$ cat src/rtl/cpu_step_controller.sv
// Multi-cycle sequencer for the single-cycle CPU datapath.
// Steps each instruction through FETCH/DECODE/EXECUTE/WRITEBACK and supports
// run, halt, single-step and a PC breakpoint. Counts retired instructions.
module cpu_step_controller #(
  parameter int PC_W    = 8,
  parameter int COUNT_W = 16
) (
  input  logic               clk,
  input  logic               rst,
  input  logic               run_i,
  input  logic               step_i,
  input  logic               halt_req_i,
  input  logic               resume_i,
  input  logic               bp_en_i,
  input  logic [PC_W-1:0]    bp_addr_i,
  input  logic [PC_W-1:0]    pc_i,
  input  logic               ctrl_regwrite_i,
  output logic               pc_en_o,
  output logic               ir_load_o,
  output logic               reg_we_o,
  output logic               busy_o,
  output logic               halted_o,
  output logic [2:0]         state_o,
  output logic [COUNT_W-1:0] instr_count_o
);

  typedef enum logic [2:0] {
    IDLE      = 3'd0,
    FETCH     = 3'd1,
    DECODE    = 3'd2,
    EXECUTE   = 3'd3,
    WRITEBACK = 3'd4,
    HALTED    = 3'd5
  } state_t;

  state_t          state, state_n;
  logic            mode, mode_n;     // 1 = continuous, 0 = single step
  logic            halt_pending;
  logic            step_q;
  logic            step_rise;
  logic            halt_eff;
  logic            bp_hit;
  logic [PC_W-1:0] pc_next;

  assign step_rise = step_i & ~step_q;
  // A request arriving in the same cycle as a decision point is honoured
  // immediately, not one cycle late.
  assign halt_eff  = halt_pending | halt_req_i;
  // Breakpoint is checked against the PC the instruction is about to advance to.
  assign pc_next   = pc_i + PC_W'(1);
  assign bp_hit    = bp_en_i & (pc_next == bp_addr_i);

  // State, mode, halt request latch, step edge register.
  always_ff @(posedge clk or posedge rst) begin
    if (rst) begin
      state        <= IDLE;
      mode         <= 1'b0;
      halt_pending <= 1'b0;
      step_q       <= 1'b0;
    end else begin
      state  <= state_n;
      mode   <= mode_n;
      step_q <= step_i;
      // Clearing on entry wins so a one-shot request cannot re-halt after resume.
      if (state_n == HALTED && state != HALTED) halt_pending <= 1'b0;
      else if (halt_req_i)                      halt_pending <= 1'b1;
    end
  end

  // Retired-instruction counter, saturating at all-ones.
  always_ff @(posedge clk or posedge rst) begin
    if (rst)                                         instr_count_o <= '0;
    else if (state == WRITEBACK && ~&instr_count_o)  instr_count_o <= instr_count_o + COUNT_W'(1);
  end

  // Next-state and mode selection.
  always_comb begin
    state_n = state;
    mode_n  = mode;
    case (state)
      IDLE: begin
        if (halt_eff)       state_n = HALTED;
        else if (run_i)     begin state_n = FETCH; mode_n = 1'b1; end
        else if (step_rise) begin state_n = FETCH; mode_n = 1'b0; end
      end
      FETCH:     state_n = DECODE;
      DECODE:    state_n = EXECUTE;
      EXECUTE:   state_n = WRITEBACK;
      WRITEBACK: begin
        if (halt_eff || bp_hit) state_n = HALTED;
        else if (mode && run_i) state_n = FETCH;
        else                    state_n = IDLE;
      end
      HALTED: begin
        if (resume_i)       state_n = IDLE;
        else if (step_rise) begin state_n = FETCH; mode_n = 1'b0; end
      end
      default: state_n = IDLE;
    endcase
  end

  // Datapath controls decoded straight from the state register.
  always_comb begin
    ir_load_o = (state == FETCH);
    pc_en_o   = (state == WRITEBACK);
    reg_we_o  = (state == WRITEBACK) & ctrl_regwrite_i;
    busy_o    = (state == FETCH) || (state == DECODE) ||
                (state == EXECUTE) || (state == WRITEBACK);
    halted_o  = (state == HALTED);
    state_o   = state;
  end

endmodule

$ cat config.mk
export PLATFORM = sky130hd
export DESIGN_NAME = cpu_step_controller
export DESIGN_NICKNAME = d
export VERILOG_FILES = /design/src/rtl/cpu_step_controller.sv
export SDC_FILE = /design/constraint.sdc
export NUM_CORES = 1
export LEC_CHECK = 0
export CAP_MARGIN = 20
export CORE_ASPECT_RATIO = 0.6
export CORE_MARGIN = 2
export CORE_UTILIZATION = 40
export DETAILED_ROUTE_END_ITERATION = 8
export PLACE_DENSITY_LB_ADDON = 0.1
export RECOVER_POWER = 25
export SLEW_MARGIN = 20
export SYNTH_ARGS = -nofsm -noshare
export SYNTH_HDL_FRONTEND = slang
export SYNTH_SLANG_ARGS = --single-unit
$ cat constraint.sdc
create_clock -name clk -period 1.9 [get_ports clk]
set_input_delay 0.19 -clock clk [delete_from_list [all_inputs] [get_ports clk]]
set_output_delay 0.19 -clock clk [all_outputs]
set_load 0.01 [all_outputs]
After elaboration in Yosys (flattened, before gate mapping):

Cells that the tools add are included.

* word-level logic and storage cells: 49
* register bits after elaboration: 22
* output and inout port bits: 24

* reductions and logical operators: 13
* bitwise gates (word level): 5
* mux-type cells: 14
* equal/unequal tests: 10
* add/sub/neg operators: 2

Operators with widths (count)
* $pmux W3 S6: 1
* $add A16 B1 Y16 const B: 1
* $reduce_and A16 Y1: 1
* $mux W3: 5
* $eq A3 B3 Y1 const B: 3
* $add A8 B1 Y8 const B: 1
* $eq A8 B8 Y1: 1
* $mux W1: 7
* $eq A3 B2 Y1 const B: 2
* $logic_or A1 B1 Y1: 4
* $ne A2 B2 Y1 const B: 2
* $reduce_bool A2 Y1: 2
* $and A1 B1 Y1: 3
* $eq A3 B1 Y1 const B: 1
* $logic_and A1 B1 Y1: 3
* $logic_not A3 Y1: 1
* $ne A3 B3 Y1 const B: 1
* $reduce_and A3 Y1: 1
* $pmux W1 S2: 1
* $logic_not A1 Y1: 1
* $not A1 Y1: 1
* $or A1 B1 Y1: 1

Longest topological paths before layout:

* depth after elaboration: 9
* gate-level depth with buffers: 7
* gate-level depth less buffers: 6

Worst setup path before layout:

OpenSTA, ideal clock, no wires.

* path type: reg2reg
* from: register instr_count_o[0]
* to: register instr_count_o[14]
* arrival: 1736 ps
* path slack: 39 ps
* period minus slack after synthesis: 1861 ps
* data required time: 1775 ps
* stages on the path, launching flop included: 7
* cell sequence: dfrtp_1 -> ha_1 -> nand3_1 -> nor4_4 -> nand3_2 -> nor2_1 -> mux2_2

* longest elaborated chain between the ends: 3
* elaborated cells on any way between the ends: 4
* those cells by class: 1 x add/sub; 3 x reduce/logical

RTL lines
* from (decl): RTL line 24 `output logic [COUNT_W-1:0] instr_count_o`
* from (signal assigned): RTL line 73 `else if (state == WRITEBACK && ~&instr_count_o) instr_count_o <= instr_count_o + COUNT_W'(1);`
* branches (longest 3 deep; another with $add A16 B1 Y16)

Several ways; the timed one is not identified.
A chain may end at the register's enable or synchronous reset.

Final worst setup path:

* from: register state[1], in the netlist state_o[1]
* to: register instr_count_o[11]

* longest elaborated chain between the ends: 2

RTL lines
* from (decl): RTL line 36 `state_t state, state_n;`
* from (signal assigned): RTL line 61 `state <= state_n;`
* $eq A3 B3 Y1: RTL line 73
* $logic_and A1 B1 Y1: RTL line 73

Every way passes these cells.

==> impl_metrics.tcl <==
set metrics [dict create \
    vias_per_cell 5.07 \
    grt_pass1_wl_um 5600 \
    drv_cap 0 \
    worst_slew_pin_slew_ns 1.21 \
    grt_max_degree 23 \
    drt_first_pass_iters 4 \
    dpl.cell_count 243 \
    syn_inst 143 \
    fin_nets 230 \
    skew_ns 0.00739 \
    grt_pass1_vias 1244 \
    num_vias 1253 \
    insertion_delay_ns 0.26 \
    arrival_ns 2.00 \
    vdd_drop_max_mv 0.495 \
    crit_fanout 3 \
    maxSlewHeadroom 0.194 \
    clock.fmax_mhz 551 \
    path_class "reg -> reg" \
    grt_usage 0.179 \
    yosys_warnings 0 \
    place_hpwl_um 2630 \
    core_area_sq_um 3320 \
    setup_tns_ns 0 \
    cts_tree "done" \
    io_pins 48 \
    synth_cell_type_count 47 \
    numCtsBuffers 3 \
    syn_avg_cell_area_sq_um 9.89 \
    hp-class "reg -> reg" \
    fp.dieW_um 80.8 \
    cellLeakagePower_nw 0.852 \
    clk_pin_slew_worst_paths_ns 0.08 \
    setup_viol 0 \
    gp_congestion 0.934 \
    grt.overflow.total 0 \
    status "completed" \
    portBuffers 47 \
    htreeDepth 1 \
    start_util 0.425 \
    die_h_um 50.1 \
    area_growth_pct 44.3 \
    design_area_sq_um 2040 \
    final.period_utilization 0.955 \
    worstSetupStartpointType "register" \
    rows 16 \
    drive_above_1_share 0.158 \
    diodes 0 \
    placed_area_sq_um 1990 \
    end_kind "register" \
    drtAntennaViolNets 0 \
    cellPowerDensity_nw_per_um2 956 \
    hold_viol_final 0 \
    drv_slew 0 \
    synth_seq_area_share 0.389 \
    cts_root_buf "clkbuf_8" \
    period_needed_ns 1.81 \
    ys_ff_latch 22 \
    antenna_found_initial 0 \
    syn-num-nets 169 \
    cts_buffer_depth 2 \
    drtIter0Drc 45 \
    synth.cell_area_sq_um 1410 \
    cts.sinks 22 \
    crit_required_ns 2.09 \
    finalNonFillerCells 247 \
    drc_errors 0 \
    rsz0062_at_grt "yes" \
    die-area_sq_um 4040 \
    routedWlPerCell_um 13.1 \
    drt-total-wl_um 3240 \
]
[logic make-up (layout without fill, tap and decap cells)]
logic type | after synthesis | count (layout) | synth area share
buf+inv | 8 | 67 | 0.0345
flops | 22 | 22 | 0.389
compound gates | 19 | 19 | 0.115
xor+xnor | 20 | 20 | 0.124
simple gates | 67 | 67 | 0.281
fa+ha+maj | 2 | 2 | 0.0177
mux | 5 | 5 | 0.0381
[path summary, 6_finish.rpt]
check / slack (ns) / startpoint / endpoint / cells past startpoint
worst min-delay path: 0.50 / instr_count_o[6] / instr_count_o[6] / 1
worst max-delay path: 0.09 / state_o[1] / instr_count_o[11] / 7
worst min register to register: 0.50 / instr_count_o[6] / instr_count_o[6] / 1
max in group asynchronous: 0.44 / rst / instr_count_o[4] / 3
worst max register to register: 0.09 / state_o[1] / instr_count_o[11] / 7
min in group asynchronous: 0.75 / rst / step_q / 3
[layer usage]
| layer | GRT usage | routed length [um] |
|---|---|---|
| met2 | 0.279 | 1440 |
| met1 | 0.248 | 1610 |
| met3 | 0.0458 | 177 |
| met5 | 0 | 0 |
| met4 | 0.0424 | 10 |
[worst max-delay path: stages (launching register included)]
cell and delay (ns):
dfrtp_1 0.38, or3b_4 0.43, buf_4 0.17, nor3_4 0.19
o41ai_2 0.10, buf_4 0.16, nor3_2 0.14, xor2_1 0.17
[cell type report]
| class | instances | area, sq um |
|---|---|---|
| Timing Repair Buffer | 59 | 557 |
| Fill cell | 301 | 1280 |
| Sequential cell | 22 | 551 |
| Tap cell | 45 | 56.3 |
| Inverter | 5 | 18.8 |
| Multi-Input combinational cell | 113 | 817 |
| Clock buffer | 3 | 41.3 |
[stage by stage]
| step | util | worst slack (ns) | power [W] | hold WS (ns) |
|---|---|---|---|---|
| 3_3_place_gp | 0.600 | 0.118 | 0.00166 | 0.482 |
| 2_1_floorplan | - | 0.0394 | 0.00123 | 0.179 |
| 5_1_grt | 0.614 | -0.0298 | 0.00209 | 0.531 |
| 3_5_place_dp | 0.600 | 0.0194 | 0.00169 | 0.492 |
| 6_report | 0.614 | 0.0861 | 0.00195 | 0.504 |
| 4_1_cts | 0.612 | 0.0463 | 0.00198 | 0.265 |
[power breakdown]
group	internal, W	total [W]	leakage, nW	switching, W
sequential	0.000568	0.000636	0.285	0.0000685
clock	0.000142	0.000288	0.0216	0.000146
combinational	0.000561	0.00103	0.545	0.000466
[cells in the mapped netlist (all sizes together)]
| library cell | count | area (sq um) |
|---|---|---|
| o21ai | 2 | 10.0 |
| nand4 | 5 | 31.3 |
| and2b | 1 | 7.51 |
| and3 | 1 | 6.26 |
| a21oi | 3 | 15.0 |
| xnor2 | 11 | 96.3 |
| a311oi | 1 | 8.76 |
| mux2 | 3 | 33.8 |
| nor2 | 13 | 48.8 |
| mux2i | 2 | 20.0 |
| nor3b | 4 | 35.0 |
| a211o | 1 | 8.76 |
| and2 | 2 | 13.8 |
| o2111ai | 1 | 8.76 |
| o32ai | 1 | 8.76 |
| buf | 3 | 30.0 |
| dfrtp | 22 | 551 |
| o41ai | 1 | 16.3 |
| xor2 | 9 | 78.8 |
| and3b | 1 | 10.0 |
| nand2b | 4 | 25.0 |
| inv | 5 | 18.8 |
| nand2 | 14 | 52.6 |
| nand3b | 2 | 15.0 |
| a31oi | 1 | 21.3 |
| or3b | 2 | 20.0 |
| o22ai | 1 | 6.26 |
| a22oi | 1 | 7.51 |
| o22a | 1 | 10.0 |
| nor3 | 5 | 41.3 |
| nand3 | 8 | 45.0 |
| ha | 2 | 25.0 |
| nor2b | 2 | 12.5 |
| or2 | 1 | 6.26 |
| o221ai | 1 | 8.76 |
| o32a | 1 | 10.0 |
| a21boi | 2 | 15.0 |
| nor4 | 2 | 27.5 |
| o211ai | 1 | 7.51 |
[state kept, by name, summed over array words and instances, names as in the netlist]
register / cells
instr_count_o: 16
step_q: 1
mode: 1
state_o: 3
halt_pending: 1
[layout by cell type (no fill, tap or decap), types with 3 or more instances in the layout]
| master | n |
|---|---|
| clkbuf_8 | 3 |
| clkdlybuf4s50_1 | 42 |
| inv_1 | 4 |
| nand4_1 | 5 |
| xor2_1 | 9 |
| mux2_2 | 3 |
| nand2_1 | 14 |
| a21oi_1 | 3 |
| buf_4 | 11 |
| nor3b_1 | 3 |
| nor3_1 | 3 |
| nand3_1 | 7 |
| nor2_1 | 12 |
| nand2b_1 | 4 |
| xnor2_1 | 11 |
| dfrtp_1 | 22 |
[timing repair]
item,in CTS,in global routing
endpoints found under the setup margin,3,2
resized for setup,4,1
pin swaps,0,1
hold endpoints to repair,0,0
setup buffers,0,1
hold buffers,0,0
Power figures use the tool's default switching activity.
